$ cat src/rtl/player_anim_ctrl.sv
// Player sprite animation sequencer.
// Chooses the bitmap frame and horizontal mirroring once per VGA frame, and
// blinks the sprite after a hit. The offset/inside remap into the bitmap ROM
// is purely combinational, so it adds no latency to the pixel path.
module player_anim_ctrl #(
    parameter int OBJECT_WIDTH_X  = 20,
    parameter int FRAMES_PER_STEP = 6,
    parameter int SHOOT_FRAMES    = 10,
    parameter int BLINK_FRAMES    = 90,
    parameter int BLINK_PERIOD    = 8
) (
    input  logic        clk,
    input  logic        resetN,
    input  logic        startOfFrame,
    input  logic        moveLeft,
    input  logic        moveRight,
    input  logic        shootReq,
    input  logic        hitPulse,
    input  logic [10:0] offsetXIn,
    input  logic        insideIn,
    output logic [10:0] offsetXOut,
    output logic        insideOut,
    output logic [1:0]  frameIdx,
    output logic        mirrorX,
    output logic        shootBusy,
    output logic        blinking
);

    // Counter widths; a parameter of 1 would give $clog2 = 0, so floor at 1 bit.
    localparam int SW = (FRAMES_PER_STEP > 1) ? $clog2(FRAMES_PER_STEP) : 1;
    localparam int HW = (SHOOT_FRAMES > 1) ? $clog2(SHOOT_FRAMES) : 1;
    localparam int BW = $clog2(BLINK_FRAMES + 1);
    localparam int PB = $clog2(BLINK_PERIOD) - 1;

    localparam logic [SW-1:0] STEP_LAST  = SW'(FRAMES_PER_STEP - 1);
    localparam logic [HW-1:0] SHOOT_LAST = HW'(SHOOT_FRAMES - 1);
    localparam logic [BW-1:0] BLINK_LOAD = BW'(BLINK_FRAMES);
    localparam logic [10:0]   X_LAST     = 11'(OBJECT_WIDTH_X - 1);

    typedef enum logic [1:0] {IDLE, WALK, SHOOT} state_t;

    state_t        state, state_nxt;
    logic [SW-1:0] step_cnt, step_nxt;
    logic          walk_phase, phase_nxt;
    logic [HW-1:0] shoot_cnt, shoot_nxt;
    logic [BW-1:0] blink_cnt, blink_nxt;
    logic [1:0]    frame_nxt;
    logic          mirror_nxt, busy_nxt;
    logic          move_one, hidden;

    assign move_one = moveLeft ^ moveRight;

    // State and registered outputs; everything clears asynchronously on reset.
    always_ff @(posedge clk or negedge resetN) begin
        if (!resetN) begin
            state      <= IDLE;
            step_cnt   <= '0;
            walk_phase <= 1'b0;
            shoot_cnt  <= '0;
            blink_cnt  <= '0;
            frameIdx   <= 2'd0;
            mirrorX    <= 1'b0;
            shootBusy  <= 1'b0;
            blinking   <= 1'b0;
        end else begin
            state      <= state_nxt;
            step_cnt   <= step_nxt;
            walk_phase <= phase_nxt;
            shoot_cnt  <= shoot_nxt;
            blink_cnt  <= blink_nxt;
            frameIdx   <= frame_nxt;
            mirrorX    <= mirror_nxt;
            shootBusy  <= busy_nxt;
            blinking   <= (blink_nxt != '0);
        end
    end

    // Next-state logic; only a start-of-frame cycle may change the pose.
    always_comb begin
        state_nxt  = state;
        step_nxt   = step_cnt;
        phase_nxt  = walk_phase;
        shoot_nxt  = shoot_cnt;
        frame_nxt  = frameIdx;
        mirror_nxt = mirrorX;
        busy_nxt   = shootBusy;
        if (startOfFrame) begin
            case (state)
                IDLE: begin
                    if (shootReq) begin
                        state_nxt = SHOOT;
                        shoot_nxt = SHOOT_LAST;
                        frame_nxt = 2'd3;
                        busy_nxt  = 1'b1;
                    end else if (move_one) begin
                        state_nxt  = WALK;
                        mirror_nxt = moveLeft;
                        step_nxt   = '0;
                        phase_nxt  = 1'b0;
                        frame_nxt  = 2'd1;
                    end else begin
                        frame_nxt = 2'd0;
                    end
                end
                WALK: begin
                    if (shootReq) begin
                        state_nxt = SHOOT;
                        shoot_nxt = SHOOT_LAST;
                        frame_nxt = 2'd3;
                        busy_nxt  = 1'b1;
                    end else if (!move_one) begin
                        state_nxt = IDLE;
                        frame_nxt = 2'd0;
                    end else if (moveLeft != mirrorX) begin
                        // Reversal restarts the walk cycle facing the new way.
                        mirror_nxt = moveLeft;
                        step_nxt   = '0;
                        phase_nxt  = 1'b0;
                        frame_nxt  = 2'd1;
                    end else if (step_cnt == STEP_LAST) begin
                        step_nxt  = '0;
                        phase_nxt = ~walk_phase;
                        frame_nxt = walk_phase ? 2'd1 : 2'd2;
                    end else begin
                        step_nxt  = step_cnt + SW'(1);
                        frame_nxt = walk_phase ? 2'd2 : 2'd1;
                    end
                end
                SHOOT: begin
                    if (shoot_cnt == '0) begin
                        state_nxt = IDLE;
                        frame_nxt = 2'd0;
                        busy_nxt  = 1'b0;
                    end else begin
                        shoot_nxt = shoot_cnt - HW'(1);
                    end
                end
                default: begin
                    state_nxt = IDLE;
                    frame_nxt = 2'd0;
                    busy_nxt  = 1'b0;
                end
            endcase
        end
    end

    // Blink countdown; a hit on any cycle reloads it and beats the decrement.
    always_comb begin
        blink_nxt = blink_cnt;
        if (hitPulse)
            blink_nxt = BLINK_LOAD;
        else if (startOfFrame && blink_cnt != '0)
            blink_nxt = blink_cnt - BW'(1);
    end

    // Pixel-path remap: mirror inside the sprite only, so no underflow outside it.
    assign hidden     = blinking & blink_cnt[PB];
    assign insideOut  = insideIn & ~hidden;
    assign offsetXOut = (mirrorX & insideIn) ? (X_LAST - offsetXIn) : offsetXIn;

endmodule
$ cat config.mk
export PLATFORM = sky130hd
export DESIGN_NAME = player_anim_ctrl
export DESIGN_NICKNAME = d
export VERILOG_FILES = /design/src/rtl/player_anim_ctrl.sv
export SDC_FILE = /design/constraint.sdc
export NUM_CORES = 1
export LEC_CHECK = 0
export ABC_AREA = 1
export CORE_MARGIN = 2
export CORE_UTILIZATION = 49
export DETAILED_ROUTE_END_ITERATION = 12
export GPL_TIMING_DRIVEN = 0
export PLACE_DENSITY = 0.83
export SYNTH_ARGS = -nofsm -noshare
export SYNTH_HDL_FRONTEND = slang
export SYNTH_SLANG_ARGS = --single-unit
$ cat constraint.sdc
create_clock -name clk -period 2.28 [get_ports clk]
set_clock_uncertainty 0.15 [all_clocks]
set_input_delay 0.456 -clock clk [delete_from_list [all_inputs] [get_ports clk]]
set_output_delay 0.456 -clock clk [all_outputs]
set_load 0.1 [all_outputs]
# After elaboration in Yosys (flattened, before gate mapping)
# Index checks and enable logic that the tools add are counted.
# totals
ff_bits,22
latchBits,0
mem_bits_rw,0
mem_bits_ro,0
word_cells,93
n_memories,0
# op_classes
add_sub_neg,4
n_mul,0
div_mod_pow,0
magnitude_cmp,0
eq_ne,15
shift,0
mux,44
bitwise_logic,6
n_reduce_logical,15
# ops
op,n
2-to-1 mux 2 bit,12
2-to-1 mux 3 bit,6
2-to-1 mux 1 bit,14
2-to-1 mux 7 bit,2
"!= test 2 bit, second input constant",7
AND reduction 7 bit,2
nonzero test 7 bit,2
case mux 2 bit (3 select lines),2
2-to-1 mux 11 bit,1
"subtractor 5 x 11 -> 11 bit, first input constant",1
"!= test 3 bit, second input constant",3
2-to-1 mux 4 bit,2
case mux 4 bit (2 select lines),1
AND reduction 4 bit,2
"subtractor 7 x 1 -> 7 bit, second input constant",1
case mux 1 bit (2 select lines),3
case mux 3 bit (2 select lines),1
AND reduction 6 bit,1
logical NOT 4 bit,1
nonzero test 2 bit,2
"subtractor 4 x 1 -> 4 bit, second input constant",1
"adder 3 x 1 -> 3 bit, second input constant",1
AND 1 bit,3
"equality test 3 bit, second input constant",1
11 further kinds,12

# Logic depth before layout (Yosys ltp)
# Gate-level depths: netlist of the first run.
# logic_depth
word_depth,6
mapped_depth,13
ltp_nobuf,13

# Worst setup path before layout of the first run
# OpenSTA, ideal clock, no wires.
# synth_timing
path_type,reg-to-output
startpoint,reg mirrorX
endpoint,out offsetXOut[3]
t_arrival_ns,3.333
setup_slack_ns,-1.659
path_stages_with_launch,4
path_buffers,0
cell_sequence,dfrtp_1 > nand2_1 > inv_1 > o21ai_0
# synth_via
elab_chain_cells,2
# synth_rtl
item,line,text
start: declaration,24,"output logic mirrorX,"
start signal: assignment,72,mirrorX <= mirror_nxt;
AND 1 bit,159,assign offsetXOut = (mirrorX & insideIn) ? (X_LAST - offsetXIn) : offsetXIn;
2-to-1 mux 11 bit,159,
end: declaration,21,"output logic [10:0] offsetXOut,"
# Every way passes these cells.

# Worst setup path after layout of the first run
# layout_timing
startpoint,reg mirrorX
endpoint,out mirrorX
# No word-level cell between the ends.

==> results of run 1 <==
## routing by layer
| layer | routed length [um] | vias up | GRT usage, % |
|---|---|---|---|
| li1 | - | 755 | - |
| met1 | 1480 | 665 | 28.3 |
| met2 | 1800 | 41 | 35.4 |
| met3 | 158 | 2 | 3.46 |
| met4 | 23 | 0 | 6.98 |
| met5 | 0 | - | 0 |
## placed cells by master (no fill, tap or decap), types with 2 or more instances in the layout
master	synthesis	routed
nor2_4	1	3
a21oi_2	2	3
buf_2	0	2
nor2_1	32	30
nor2_2	2	2
nand3_1	14	14
xor2_1	8	3
xnor2_1	7	3
clkdlybuf4s50_1	0	9
nand4_1	2	2
clkbuf_4	0	4
o21ai_0	8	5
inv_4	1	2
a21oi_1	6	4
dfrtp_1	22	21
clkbuf_2	0	3
nand2_4	1	2
xnor2_2	0	2
o21ai_4	0	2
dlygate4sd2_1	0	11
buf_4	1	4
xor2_4	0	5
nand2_1	51	49
nor3_1	4	4
inv_1	32	27
ha_1	4	3
nand3_2	2	2
xnor2_4	0	2
nand2_2	1	2
buf_8	0	2
buf_12	0	6
inv_2	4	7
o21ai_1	2	2
## flip-flops by register name, summed over array words and instances (netlist names)
signal / count
shootBusy: 1
state: 2
shoot_cnt: 4
blink_cnt: 7
walk_phase: 1
mirrorX: 1
blinking: 1
frameIdx: 2
step_cnt: 3
## worst register-to-register path: cells and delay by family (launching register included)
| family | cells | cell delay (ps) |
|---|---|---|
| DFF | 1 | 400 |
| AOI/OAI and AO/OA | 1 | 140 |
| and+or+nand+nor | 6 | 600 |
| buffers and inverters | 3 | 260 |
| adders and majority gates | 1 | 170 |
## timing repair
item / in CTS / in global routing
endpoints found under the setup margin: 17 / 8
hold endpoints to repair: 0 / 0
resized for setup: 105 / 12
buffers inserted: 2 / 2
pin swaps: 7 / 5
## kinds of logic (layout without fill, tap and decap cells)
logic type | after synthesis | count (layout) | synth area share, %
and+or+nand+nor | 112 | 112 | 32.4
xor gates and xnor gates | 15 | 15 | 8.66
buffers and inverters | 39 | 82 | 10.6
AOI/OAI and AO/OA | 23 | 23 | 8.82
DFF | 22 | 22 | 36.3
adders and majority gates | 4 | 4 | 3.30
## power breakdown
part / internal, mW / leakage (nW) / switching, mW / total, mW
Clock: 0.0975 / 0.0210 / 0.120 / 0.217
Combinational: 0.463 / 0.801 / 1.09 / 1.55
Sequential: 0.509 / 0.262 / 0.0826 / 0.592
Total: 1.07 / 1.08 / 1.29 / 2.36
## cell type report
cell class / instances / area [um2] / area share [%]
Timing Repair Buffer: 39 / 415 / 18.3
Buffer: 2 / 18.8 / 0.825
Clock buffer: 4 / 36.3 / 1.60
Sequential cell: 22 / 554 / 24.4
Tap cell: 33 / 41.3 / 1.82
Inverter: 37 / 151 / 6.66
Multi-Input combinational cell: 154 / 1060 / 46.5
## final timing paths
| kind | to | slack (ps) |
|---|---|---|
| max reg2reg | blinking | 460 |
| min | shoot_cnt[3] | 340 |
| min reg2reg | shoot_cnt[3] | 340 |
| min in group asynchronous | frameIdx[0] | 510 |
| max | mirrorX | 30 |
| max in group asynchronous | mirrorX | 790 |
## metrics by stage
step / setup TNS [ps] / power, mW / std cells / hold slack [ps] / utilization, %
2_1_floorplan: -23.1 / 1.76 / 215 / 10.4 / -
3_3_place_gp: -11300 / 2.05 / 283 / 311 / 70.4
3_5_place_dp: -11550 / 2.08 / 283 / 323 / 70.4
4_1_cts: -15.7 / 2.35 / 289 / 341 / 74.4
5_1_grt: -46.3 / 2.49 / 291 / 365 / 75.8
6_report: 0 / 2.36 / 291 / 336 / 75.8
==> results.yml, run 1 <==
synthesis:
  avgSynthCellArea_um2: 7.06
  syn_nets: 238
  synth.area.top_cells: "dfrtp_1 36%, nand2_1 13%, inv_1 7.9%, nor2_1 7.9%, nand3_1 4.6%"
  syn-cell-area_um2: 1520
  ys_seq_elements: 22
  yosysWarnings: 0
  synth_top_area_cell: "dfrtp_1"
  synth_commonest_cells: "51 x nand2_1, 32 x inv_1, 32 x nor2_1"
  yosysMostFrequentCell: "nand2_1"
  netlist-cell-type-count: 30
  synth.top_cell.area_share_pct: 36.3
  syn_inst: 215
  synth_edf_count: 0
  ys.flop_type: "dfrtp_1"
  ys_seq_area_share_pct: 36.3
  async_reset_ff_share_pct: 100
outcome:
  status: "finished clean"
route:
  ant_nets: 0
  drt_iter0_drc: 40
  route.vias.total: 1463
  wl_per_cell_um: 11.9
  drt_wl_total_um: 3450
  drc: 0
  firstDrtPassIters: 4
  viasPerCell: 5.03
critical_path:
  critical-path-max-stage-delay_ps: 860
  critPathSlowestCell: "dlygate4sd2_1"
  critPathKind: "flip-flop to primary output"
  path_max_fanout: 4
  worst_setup_path_end_kind: "primary output"
  cp_top_family: "buffers and inverters"
  crit_required_ps: 1670
  path_cells: "dlygate4sd2_1"
  cp.depth: 1
  crit_start: "mirrorX"
  arrival_ps: 1640
  critical_path_buf_inv_count: 1
  ff2ff_path_depth: 11
  rr_startpoint: "blink_cnt[0]"
  startpoint_type: "flip-flop"
cts:
  postCtsHoldBufs: 0
  ctsRootBufferMaster: "clkbuf_4"
  cts_tree: "built"
  clk_pin_slew_worst_paths_ps: 120
  cts_htree_levels: 1
  clockBufferDepth: 2
  clock-sinks: 22
  clk_latency_ps: 300
  cts_buffers: 3
placed_design:
  dp_slack_ps: -1270
  io_buffers: 35
  routabilityCongestion: 0.882
  dp_hpwl_um: 2680
  place_area_um2: 2110
timing:
  post-route-period-util_pct: 98.7
  hold_viol_final: 0
  fin_crit_ps: 2250
  maxSlewViolCount: 0
  setup_violations: 0
  final.setup.worst_slack_ps: 30.6
  rsz0062_at_grt: "true"
  slew_headroom_pct: 34.7
  fmax_mhz: 445
  tightestPinTransition_ps: 983
global_route:
  gr-total-overflow: 0
  grt.total_usage_pct: 21.3
  grt_max_degree: 23
  grt_pass1_vias: 1338
  antenna_found_initial: 0
  grt_pass1_wl_um: 5750
floorplan:
  num_rows: 20
  fp.dieH_um: 59.7
  initial_core_util_pct: 50.5
  die_w_um: 59.7
  ioPinCount: 36
  fp.coreArea_um2: 3000
  die_area_um2: 3560
hold_path:
  hp-class: "flip-flop to flip-flop"
  hp-start: "shoot_cnt[3]"
  holdPathStages: 1
layout:
  final_cell_area_um2: 2270
  area_growth_pct: 49.9
  drive_above_1_share_pct: 25.6
  fillers: 223
  final_nets: 282
  antenna_cells: 0
job:
  cap_violations: 0
power:
  power_density_nw_per_um2: 1040
  peakVddDrop_mv: 0.809
  leakage_nw: 1.08
(Power assumes the default switching activity.)
==> run 2: changes to the inputs <==
--- a/config.mk
+++ b/config.mk
@@ -7,10 +7,10 @@
 export LEC_CHECK = 0
 export ABC_AREA = 1
 export CORE_MARGIN = 2
-export CORE_UTILIZATION = 49
+export CORE_UTILIZATION = 47
 export DETAILED_ROUTE_END_ITERATION = 12
-export GPL_TIMING_DRIVEN = 0
-export PLACE_DENSITY = 0.83
+export GPL_ROUTABILITY_DRIVEN = 0
+export PLACE_DENSITY = 0.8
 export SYNTH_ARGS = -nofsm -noshare
 export SYNTH_HDL_FRONTEND = slang
 export SYNTH_SLANG_ARGS = --single-unit
==> run 2 against run 1 <==
Effect of this change: hold slack got worse by 15 ps; setup slack improved by 28 ps; fmax increased by 1.3%; die area increased by 4.0%; final cell count increased by 7.2%; global-route usage increased by 0.78 points; highest routed layer unchanged; largest cell class unchanged; sequential cell count unchanged; register-to-register slack about the same; count of clock-buffer cells in the layout decreased by 1; sequential share of layout area decreased by 1.5 points; combinational power increased by 5%.
==> results.yml, run 2 (same netlist as run 1, synthesis figures left out) <==
critical_path:
  rr_startpoint: "blink_cnt[0]"
  startpoint_type: "primary input"
  crit_required_ps: 1670
  critPathKind: "primary input to primary output"
  rrSetupSlack_ps: 460
  arrival_ps: 1620
  worst_setup_path_end_kind: "primary output"
  path_max_fanout: 3
  crit_start: "offsetXIn[4]"
placed_design:
  place_area_um2: 2310
  placedCellCount: 305
  dp_hpwl_um: 2800
  io_buffers: 35
cts:
  cts_buffers: 3
  clock-sinks: 22
  postCtsHoldBufs: 0
  clk_pin_slew_worst_paths_ps: 130
  clk_latency_ps: 310
  cts_htree_levels: 1
  cts_tree: "built"
  ctsRootBufferMaster: "clkbuf_4"
  clockBufferDepth: 2
layout:
  area_growth_pct: 59.7
  final_common_cell: "nand2_1"
  fillers: 223
  final_cell_mix: "47 x nand2_1, 30 x nor2_1, 27 x inv_1, 21 x dfrtp_1, 19 x buf_4"
  seq_area_um2: 554
  largest_reg_flops: 7
  reg_top3: "blink_cnt: 7 flops, shoot_cnt: 4 flops, step_cnt: 3 flops"
  final_cell_area_um2: 2420
  antenna_cells: 0
  largest-register: "blink_cnt"
  final_nets: 292
  fin_cells: 312
  utilization_pct: 79.4
  drive_above_1_share_pct: 30.6
  multi_input_area_um2: 1040
power:
  seqPwrFrac_pct: 24.1
  peakVddDrop_mv: 0.764
  leakage_nw: 1.17
  switching_share_pct: 51.7
  p_comb_share_pct: 64.1
  power_density_nw_per_um2: 1050
  intPower_mw: 1.23
  switchingPower_mw: 1.31
  power.share.clock_pct: 11.9
floorplan:
  fp.dieH_um: 60.8
  fp.coreArea_um2: 3050
  num_rows: 20
  die_area_um2: 3700
  die_w_um: 60.8
  ioPinCount: 36
  initial_core_util_pct: 49.7
route:
  firstDrtPassIters: 4
  drt_iter0_drc: 32
  wl_per_cell_um: 11.7
  viasPerCell: 4.73
  drc: 0
  ant_nets: 0
  drt_wl_total_um: 3640
  route.vias.total: 1475
hold_path:
  hp-class: "primary input to asynchronous set/reset pin"
global_route:
  gr-total-overflow: 0
  grt.total_usage_pct: 22.1
  grt_pass1_wl_um: 6120
  grt_pass1_vias: 1427
  grt_max_degree: 23
  antenna_found_initial: 0
timing:
  rsz0062_at_grt: "false"
  tightestPinTransition_ps: 379
  fmax_mhz: 450
  slew_headroom_pct: 74.7
  hold_viol_final: 0
  fin_crit_ps: 2220
  maxSlewViolCount: 0
  setup_violations: 0
  post-route-period-util_pct: 97.4
outcome:
  status: "finished clean"
job:
  cap_violations: 0
==> run 2: changes by cell type in the layout (fill, tap and decap cells not counted), moves of 2 or more <==
| cell | previous run | this run |
|---|---|---|
| buf_2 | 2 | 0 |
| nor2_4 | 3 | 1 |
| buf_8 | 2 | 0 |
| dlygate4sd2_1 | 11 | 5 |
| buf_4 | 4 | 19 |
| nand2_1 | 49 | 47 |
| buf_12 | 6 | 12 |
| nand2_2 | 2 | 4 |
| nor2_2 | 2 | 4 |
==> run 2: through the flow <==
| stage | TNS (ps) | setup slack (ps) | hold WS, ps | power (mW) |
|---|---|---|---|---|
| after floorplan | -23.1 | -6.79 | 10.4 | 1.76 |
| after detailed placement | -1420 | -315 | 322 | 2.22 |
| after CTS | 0 | 21.1 | 324 | 2.54 |
| after global placement | -1170 | -274 | 315 | 2.19 |
| final | 0 | 59.0 | 320 | 2.54 |
| after global routing | 0 | 2.71 | 326 | 2.68 |
==> run 2: final timing paths <==
kind / cells after the start / to
setup / recovery: 6 / offsetXOut[8]
hold / removal: 2 / step_cnt[1]
setup reg to reg: 13 / blinking
hold reg to reg: 1 / shoot_cnt[3]
max in group asynchronous: 2 / mirrorX
min in group clk: 1 / shoot_cnt[3]
==> run 2: what timing repair did <==
| item | in CTS | in global routing |
|---|---|---|
| hold endpoints to repair | 0 | 0 |
| gates resized for setup | 22 | 5 |
| setup buffers | 2 | 1 |
| endpoints found under the setup margin | 7 | 4 |
| pin swaps | 9 | 6 |
==> run 2: final cells by class <==
cell class	count	share of cell area, %
Inverter	37	6.04
Multi-Input combinational cell	154	43.0
Tap cell	44	2.27
Timing Repair Buffer	51	23.7
Clock buffer	3	0.929
Sequential cell	22	22.9
Clock inverter	1	1.24
==> run 2: power groups by stage <==
stage | Combinational (mW) | Sequential, mW | Clock [mW]
after floorplan | 0.914 | 0.844 | 0
after global placement | 1.58 | 0.613 | 0
after detailed placement | 1.60 | 0.618 | 0
after CTS | 1.63 | 0.611 | 0.306
after global routing | 1.74 | 0.627 | 0.317
final | 1.63 | 0.611 | 0.301
==> run 2: metal layers <==
metal / track usage, % / up-vias / wire length (um)
li1: - / 772 / -
met1: 27.9 / 673 / 1600
met2: 40.2 / 28 / 1880
met3: 2.99 / 2 / 139
met4: 4.66 / 0 / 21
met5: 0 / - / 0
==> run 2: critical path, cell delays in order <==
cell	delay, ps
dlygate4sd2_1	240
inv_2	100
o21ai_4	100
o31ai_4	330
xor2_4	190
buf_12	190
==> run 3: changes to the inputs <==
--- a/config.mk
+++ b/config.mk
@@ -10,7 +10,9 @@
 export CORE_UTILIZATION = 47
 export DETAILED_ROUTE_END_ITERATION = 12
 export GPL_ROUTABILITY_DRIVEN = 0
+export MAX_ROUTING_LAYER = met4
 export PLACE_DENSITY = 0.8
+export SLEW_MARGIN = 20
 export SYNTH_ARGS = -nofsm -noshare
 export SYNTH_HDL_FRONTEND = slang
 export SYNTH_SLANG_ARGS = --single-unit
==> run 3 against run 2 <==
Effect of this change: sequential share of layout area unchanged; utilization unchanged; first-iteration DRC count unchanged; hold slack about the same; largest power group unchanged.
==> results.yml, run 3 (same netlist as run 1, synthesis figures left out) <==
global_route:
  grtUsageMet3_pct: 2.77
  gr-total-overflow: 0
  grt_pass1_wl_um: 6120
  grt_max_degree: 23
  antenna_found_initial: 0
  grt_pass1_vias: 1427
  gr-usage-met2_pct: 40.2
  met1_usage_pct: 28.0
  grt.busiest_layer: "met2"
  grt.total_usage_pct: 22.8
critical_path:
  cp.depth: 6
  startpoint_type: "primary input"
  crit_required_ps: 1670
  arrival_ps: 1620
  critPathSlowestCell: "o31ai_4"
  path_max_fanout: 3
  critical_path_buf_inv_count: 3
  critPathKind: "primary input to primary output"
  rrSetupSlack_ps: 460
  worst_setup_path_end_kind: "primary output"
  ff2ff_path_depth: 13
  rr_startpoint: "blink_cnt[0]"
  cp_top_family: "buffers and inverters"
  cp-endpoint: "offsetXOut[8]"
  r2r-end: "blinking"
  critical-path-max-stage-delay_ps: 330
  path_cells: "dlygate4sd2_1, inv_2, o21ai_4, o31ai_4, xor2_4, buf_12"
  crit_start: "offsetXIn[4]"
timing:
  hold_viol_final: 0
  maxSlewViolCount: 0
  rsz0062_at_grt: "false"
  slew_headroom_pct: 74.7
  setup_violations: 0
  holdWs_ps: 320
  fmax_mhz: 450
  fin_crit_ps: 2220
  tightestPinTransition_ps: 379
  post-route-period-util_pct: 97.4
  tns_ps: 0
job:
  cap_violations: 0
layout:
  largest_reg_flops: 7
  area_growth_pct: 59.7
  final_cell_mix: "47 x nand2_1, 30 x nor2_1, 27 x inv_1, 21 x dfrtp_1, 19 x buf_4"
  final_nets: 292
  antenna_cells: 0
  reg_top3: "blink_cnt: 7 flops, shoot_cnt: 4 flops, step_cnt: 3 flops"
  largest-register: "blink_cnt"
  final_cell_area_um2: 2420
  drive_above_1_share_pct: 30.6
  final_common_cell: "nand2_1"
  fin_cells: 312
placed_design:
  place_area_um2: 2310
  placedCellCount: 305
  io_buffers: 35
  dp_hpwl_um: 2800
route:
  firstDrtPassIters: 4
  viasPerCell: 4.74
  wl_per_cell_um: 11.7
  drc: 0
  drt_iter0_drc: 32
  ant_nets: 0
  route.vias.total: 1478
  drt_wl_total_um: 3640
floorplan:
  die_area_um2: 3700
  initial_core_util_pct: 49.7
  die_w_um: 60.8
  ioPinCount: 36
  fp.dieH_um: 60.8
  num_rows: 20
  fp.coreArea_um2: 3050
cts:
  clk_pin_slew_worst_paths_ps: 130
  cts_buffers: 3
  clock-sinks: 22
  cts_htree_levels: 1
  clockBufferDepth: 2
  ctsRootBufferMaster: "clkbuf_4"
  cts_tree: "built"
  clk_latency_ps: 310
outcome:
  status: "finished clean"
power:
  p_total_mw: 2.54
  peakVddDrop_mv: 0.764
  leakage_nw: 1.17
  power_density_nw_per_um2: 1050
hold_path:
  hp-class: "primary input to asynchronous set/reset pin"
==> run 3: cell counts in the layout (fill, tap and decap cells not counted) <==
No cell type changed its count.
==> run 3: layer usage <==
metal	vias to the layer above	wire [um]
li1	772	-
met1	674	1600
met2	30	1880
met3	2	134
met4	0	21
met5	-	0
==> run 3: area by class of cell <==
cell class	count	area (um2)
Fill cell	223	629
Clock buffer	3	22.5
Timing Repair Buffer	51	574
Sequential cell	22	554
Clock inverter	1	30.0
Multi-Input combinational cell	154	1040
Tap cell	44	55.1
Inverter	37	146
==> run 3: worst min path at each step <==
stage                     start      endpoint  cells after the start
finish                   resetN   step_cnt[1]                      2
global route             resetN   step_cnt[1]                      2
CTS                      resetN   step_cnt[1]                      2
detailed placement  frameIdx[0]   frameIdx[0]                      2
global placement    frameIdx[0]   frameIdx[0]                      2
floorplan                resetN  blink_cnt[0]                      0
==> run 3: repair_timing <==
item,CTS,global route
resized for setup,22,5
setup buffers,2,1
setup endpoints to repair,7,4
hold buffers,0,0
pin swaps,9,6
gates cloned,0,0
==> run 3: metrics by stage <==
stage / setup WS [ps] / utilization (%)
floorplan: -6.79 / -
global placement: -274 / 75.8
detailed placement: -315 / 75.8
CTS: 21.1 / 79.2
global route: 2.71 / 79.4
finish: 59.0 / 79.4
==> run 3: power by group <==
group          total [mW]  internal (mW)  leakage [nW]  switching, mW
logic                1.63          0.540         0.880           1.09
clock network       0.301          0.178        0.0279          0.124
registers           0.611          0.509         0.262          0.102
==> run 3: worst reg2reg max path: cells and delay by family (launching register included) <==
| kind | cells | cell delay (ps) |
|---|---|---|
| simple gates | 8 | 670 |
| fa+ha+maj | 1 | 190 |
| buf+inv | 4 | 330 |
| flops | 1 | 390 |
